`src/rtl/lfsr_recover.sv`:
```
// Receive-side tracker for the 2-bit-per-step scrambling LFSR noise source: checks word
// continuity, acquires lock, recovers injected payload. Optional sym_count: LFSR_RECOVER_CNT_EN.
module lfsr_recover #(
  parameter int ERR_W    = 8,
  parameter int MISS_TOL = 1
) (
  input  logic             clk,
  input  logic             reset,
  input  logic [15:0]      in16,
  input  logic             in_valid,
  output logic [1:0]       data_out,
  output logic             data_valid,
  output logic             locked,
  output logic [ERR_W-1:0] err_count
`ifdef LFSR_RECOVER_CNT_EN
  ,
  output logic [15:0]      sym_count
`endif
);

  typedef enum logic {ST_FILL, ST_LOCKED} state_t;

  localparam logic [3:0] MISS_LIM = 4'(MISS_TOL);
  localparam logic [3:0] FILL_LIM = 4'd9;

  state_t           state_reg, state_next;
  logic [15:0]      prev_reg, prev_next;
  logic             first_reg, first_next;
  logic [8:0]       hist_reg, hist_next;
  logic [3:0]       fill_reg, fill_next;
  logic [3:0]       miss_reg, miss_next;
  logic [ERR_W-1:0] err_reg, err_next;
  logic [1:0]       dout_reg, dout_next;
  logic             dvalid_reg, dvalid_next;
  logic             drop;

  logic [8:0]       hist_shift;
  logic             consistent;
  logic [1:0]       recovered;
  logic [3:0]       fill_inc;
  logic [3:0]       miss_inc;

  // hist_reg[8] is the sign bit of the sample nine accepted samples back
  assign hist_shift[0] = in16[15];
  for (genvar gi = 1; gi < 9; gi++) begin : g_hist
    assign hist_shift[gi] = hist_reg[gi-1];
  end

  assign consistent = first_reg || (in16[15:2] == prev_reg[13:0]);
  assign recovered  = {~(in16[1] ^ hist_reg[8]), in16[0]};
  assign fill_inc   = fill_reg + 4'd1;
  assign miss_inc   = miss_reg + 4'd1;

  always_ff @(posedge clk or posedge reset) begin
    if (reset) begin
      state_reg  <= ST_FILL;
      prev_reg   <= '0;
      first_reg  <= 1'b1;
      hist_reg   <= '0;
      fill_reg   <= '0;
      miss_reg   <= '0;
      err_reg    <= '0;
      dout_reg   <= '0;
      dvalid_reg <= 1'b0;
    end else begin
      state_reg  <= state_next;
      prev_reg   <= prev_next;
      first_reg  <= first_next;
      hist_reg   <= hist_next;
      fill_reg   <= fill_next;
      miss_reg   <= miss_next;
      err_reg    <= err_next;
      dout_reg   <= dout_next;
      dvalid_reg <= dvalid_next;
    end
  end

  always_comb begin
    state_next  = state_reg;
    prev_next   = prev_reg;
    first_next  = first_reg;
    hist_next   = hist_reg;
    fill_next   = fill_reg;
    miss_next   = miss_reg;
    err_next    = err_reg;
    dout_next   = dout_reg;
    dvalid_next = 1'b0;
    drop        = 1'b0;

    if (in_valid) begin
      // every sample, good or bad, becomes the reference for the next one
      prev_next  = in16;
      first_next = 1'b0;
      hist_next  = hist_shift;

      unique case (state_reg)
        ST_FILL: begin
          if (consistent) begin
            fill_next = fill_inc;
            if (fill_inc == FILL_LIM) begin
              state_next = ST_LOCKED;
              miss_next  = '0;
            end
          end else begin
            fill_next = 4'd1;
          end
        end

        ST_LOCKED: begin
          if (consistent) begin
            dout_next   = recovered;
            dvalid_next = 1'b1;
            miss_next   = '0;
          end else if (miss_inc >= MISS_LIM) begin
            // the slipping sample counts as the first of the new fill run
            drop       = 1'b1;
            state_next = ST_FILL;
            fill_next  = 4'd1;
            first_next = 1'b1;
            miss_next  = '0;
            if (err_reg != {ERR_W{1'b1}}) begin
              err_next = err_reg + 1'b1;
            end
          end else begin
            miss_next = miss_inc;
          end
        end

        default: state_next = ST_FILL;
      endcase
    end
  end

  assign data_out   = dout_reg;
  assign data_valid = dvalid_reg;
  assign locked     = (state_reg == ST_LOCKED);
  assign err_count  = err_reg;

`ifdef LFSR_RECOVER_CNT_EN
  logic [15:0] sym_reg;

  always_ff @(posedge clk or posedge reset) begin
    if (reset) begin
      sym_reg <= '0;
    end else if (drop) begin
      sym_reg <= '0;
    end else if (dvalid_next) begin
      sym_reg <= sym_reg + 16'd1;
    end
  end

  assign sym_count = sym_reg;
`endif

endmodule

```
`config.mk`:
```
export PLATFORM = sky130hd
export DESIGN_NAME = lfsr_recover
export DESIGN_NICKNAME = d
export VERILOG_FILES = /design/src/rtl/lfsr_recover.sv
export SDC_FILE = /design/constraint.sdc
export NUM_CORES = 1
export LEC_CHECK = 0
export ABC_AREA = 1
export BUFFER_PORTS_ARGS = -buffer_cell sky130_fd_sc_hd__clkbuf_2
export CORE_UTILIZATION = 57
export CTS_BUF_LIST = sky130_fd_sc_hd__clkbuf_4 sky130_fd_sc_hd__clkbuf_8 sky130_fd_sc_hd__clkbuf_16
export CTS_CLUSTER_DIAMETER = 150
export DETAILED_ROUTE_END_ITERATION = 10
export PLACE_DENSITY = 0.79
export REMOVE_ABC_BUFFERS = 1
export SLEW_MARGIN = 20
export SYNTH_ARGS = -nofsm -noshare
export SYNTH_HDL_FRONTEND = slang
export SYNTH_SLANG_ARGS = --single-unit
```
`constraint.sdc`:
```
create_clock -name clk -period 4.1 [get_ports clk]
set_input_delay 1.23 -clock clk [delete_from_list [all_inputs] [get_ports clk]]
set_output_delay 1.23 -clock clk [all_outputs]
set_load 0.01 [all_outputs]
```
==> qor.txt <==
Status - finished clean
DRT met1 WL - 2101 µm
CP Data Arrival Time - 2.46 ns
Total power - 972.4 µW
Post-Synth Simple-Gate Area - 31.68%
Min Tclk post-route - 2.275 ns
Cts bufs inserted - 5
Hold depth - 2
PD cells - 364.7 nW/µm²
Crit-path cells - clkbuf_2, nand2_1, inv_1, nand4_2, o21bai_1, nand2_1
Met2 wire length - 2076 µm
Worst Hold End - hist_reg[8]
Yosys warnings - 0
Worst path required time - 4.29 ns
DP HPWL - 3251 µm
Post-CTS Resized - 0
R2R depth - 9
Synth Area in Adders - 2.644%
Total grt overflow - 0
Die extent in x - 66.43 µm
Most common cell after layout, fill and taps aside - nand2_1
CP Launch Point - in_valid
Post-CTS Hold Fix Bufs - 0
Area fraction in compound gates after synthesis - 6.557%
CTS tree - yes
Worst Path Max Fanout - 20
Drc violations - 0
Largest register FFs - 14
Skew final - 0.008676 ns
Multiplexer share of the synthesized area - 0%
Most frequent cells in the layout - nand2_1 (114), inv_1 (45), dfrtp_1 (43), clkbuf_2 (30), nand3_1 (17)
Synth cell types - 30
R2R Setup Slk - 2.44 ns
Core Box Area - 4000 µm²
Worst slew pin tran - 0.5507 ns
Final hold vios - 0
Antenna diode count - 0
Vias - 1896
Combinational family with the most area after synthesis - simple AND/OR/NAND/NOR gates
Seq/Total Area, Yosys - 46.59%
Utilization after layout - 66.66%
Io pins - 31
Final worst setup slack - 1.825 ns
Most used cell, CP - nand2_1
Crit. End Element - flop
Iteration-0 DRC Markers - 114
Pleak - 0.001511 µW
Row count - 23
Avg Cell Area, Syn - 7.783 µm²
Critical Path Source Type - primary input
Largest net degree at the start of global routing - 45
Setup-failing EPs final - 0
Worst slack, placed - 1.514 ns
Routed Antenna Nets - 0
Cell area after synthesis - 2366 µm²
Root buf cell - clkbuf_8
Slowest-stage cell, CP - clkbuf_2
Yosys reg bits - 44
Slew HR - 63.28%
Die Ht - 66.43 µm
DR top layer - met4
Period utilisation layout - 55.49%
Reg2reg start - miss_reg[0]
Finished Layout Cells - 389
Initial core utilization - 59.15%
DR vias/cell - 4.874
# port buffers - 30
Clock sink total - 44
Post-Syn Instances - 304
Die ar. - 4412 µm²
Max clock buf depth - 2
GPL Wtd Cong - 0.8323
Placed cells - 381
Htree depth - 2
Crit path max-delay family - simple AND/OR/NAND/NOR gates
WL final - 4394 µm
Crit Path Category - in2reg
Antenna violations before repair - 0
Reg-to-Reg End - fill_reg[0]
Min-delay src - hist_reg[7]
Clock latency on the worst-skew pair - 0.30 ns
Gr usage total - 23.45%
Max VDD drop - 0.2250 mV
Layout cells sized above 1 - 16.81%
TritonRoute pass-1 iters - 6
Max Cap Viol - 0
First-pass GRT wire length - 7665 µm
Layout Nets - 362
Max frequency - 439.5 MHz
Average wire per standard cell - 11.30 µm
Setup_tns - 0 ns
Clock transition at path regs - 0.08 ns
Final Max Tran Viols - 0
Post-synthesis xor/xnor area fraction - 4.072%
Met3 WL - 141 µm
Area grow syn2layout - 12.69%
RSZ-0062 raised after global routing - no
Postcts setup bufs - 0
Hold Path Class - reg2reg
WP buf/inv - 2
Crit path largest cell delay - 0.31 ns
Vias in the first global route - 1811
report_power, final:
part	leakage [µW]	internal (µW)	switching (µW)	total [µW]
logic	0.000932	67.4	118	186
clock network	0.0000510	134	143	277
registers	0.000528	480	29.3	510
layout make-up:
class                      count  area [µm²]
multi-input combinational    207        1064
timing repair buffer          32       165.2
tap                           50       62.56
sequential                    44        1102
fill                         341        1334
clock buffer                   6       82.58
clock inverter                 2       10.01
inverter                      48       180.2
worst max path at each step:
| stage | slack [ns] | end | depth (start not counted) |
|---|---|---|---|
| finish | 1.82 | err_count[6] | 6 |
| global route | 1.65 | err_count[2] | 6 |
| CTS | 1.85 | err_count[6] | 6 |
| detailed placement | 1.51 | err_count[6] | 6 |
| global placement | 1.59 | err_count[5] | 6 |
| floorplan | 1.84 | data_out[0] | 1 |
cells in the mapped netlist (all sizes together):
library cell | instances | share of area [%]
a21oi | 2 | 0.42
buf | 1 | 0.21
clkbuf | 4 | 0.63
clkinv | 1 | 0.16
dfrtp | 43 | 45
dfstp | 1 | 1.1
ha | 5 | 2.6
inv | 47 | 7.5
nand2 | 121 | 21
nand3 | 20 | 5.5
nand3b | 1 | 0.32
nand4 | 1 | 0.53
nor2 | 14 | 2.7
nor3 | 5 | 1.3
nor3b | 1 | 0.32
nor4 | 1 | 0.26
o21ai | 17 | 3.6
o21bai | 8 | 2.5
xnor2 | 2 | 0.74
xor2 | 9 | 3.3
per-layer routing:
layer  track usage [%]  vias up
li1                  -      999
met1             30.11      853
met2             38.39       36
met3             3.621        8
met4             11.44        0
met5                 0        -
worst min-delay path: stages, from the launching register on:
cell	delay, ns
dfrtp_1	0.35
nand2_1	0.05
nand2_1	0.05
metrics by stage:
stage / instance area [µm²] / hold WS (ns)
after detailed placement: 2574 / 0.4592
after global routing: 2666 / 0.4905
after CTS: 2666 / 0.4777
after global placement: 2574 / 0.4549
final: 2666 / 0.4718
after floorplan: 2346 / 0.4422
logic make-up (layout without fill, tap and decap cells):
| kind of cell | count (synthesis) | after routing |
|---|---|---|
| buf+inv | 53 | 88 |
| compound gates | 27 | 27 |
| xor+xnor | 11 | 11 |
| simple gates | 164 | 164 |
| flops | 44 | 44 |
| fa+ha+maj | 5 | 5 |
Power figures use the tool's default switching activity.
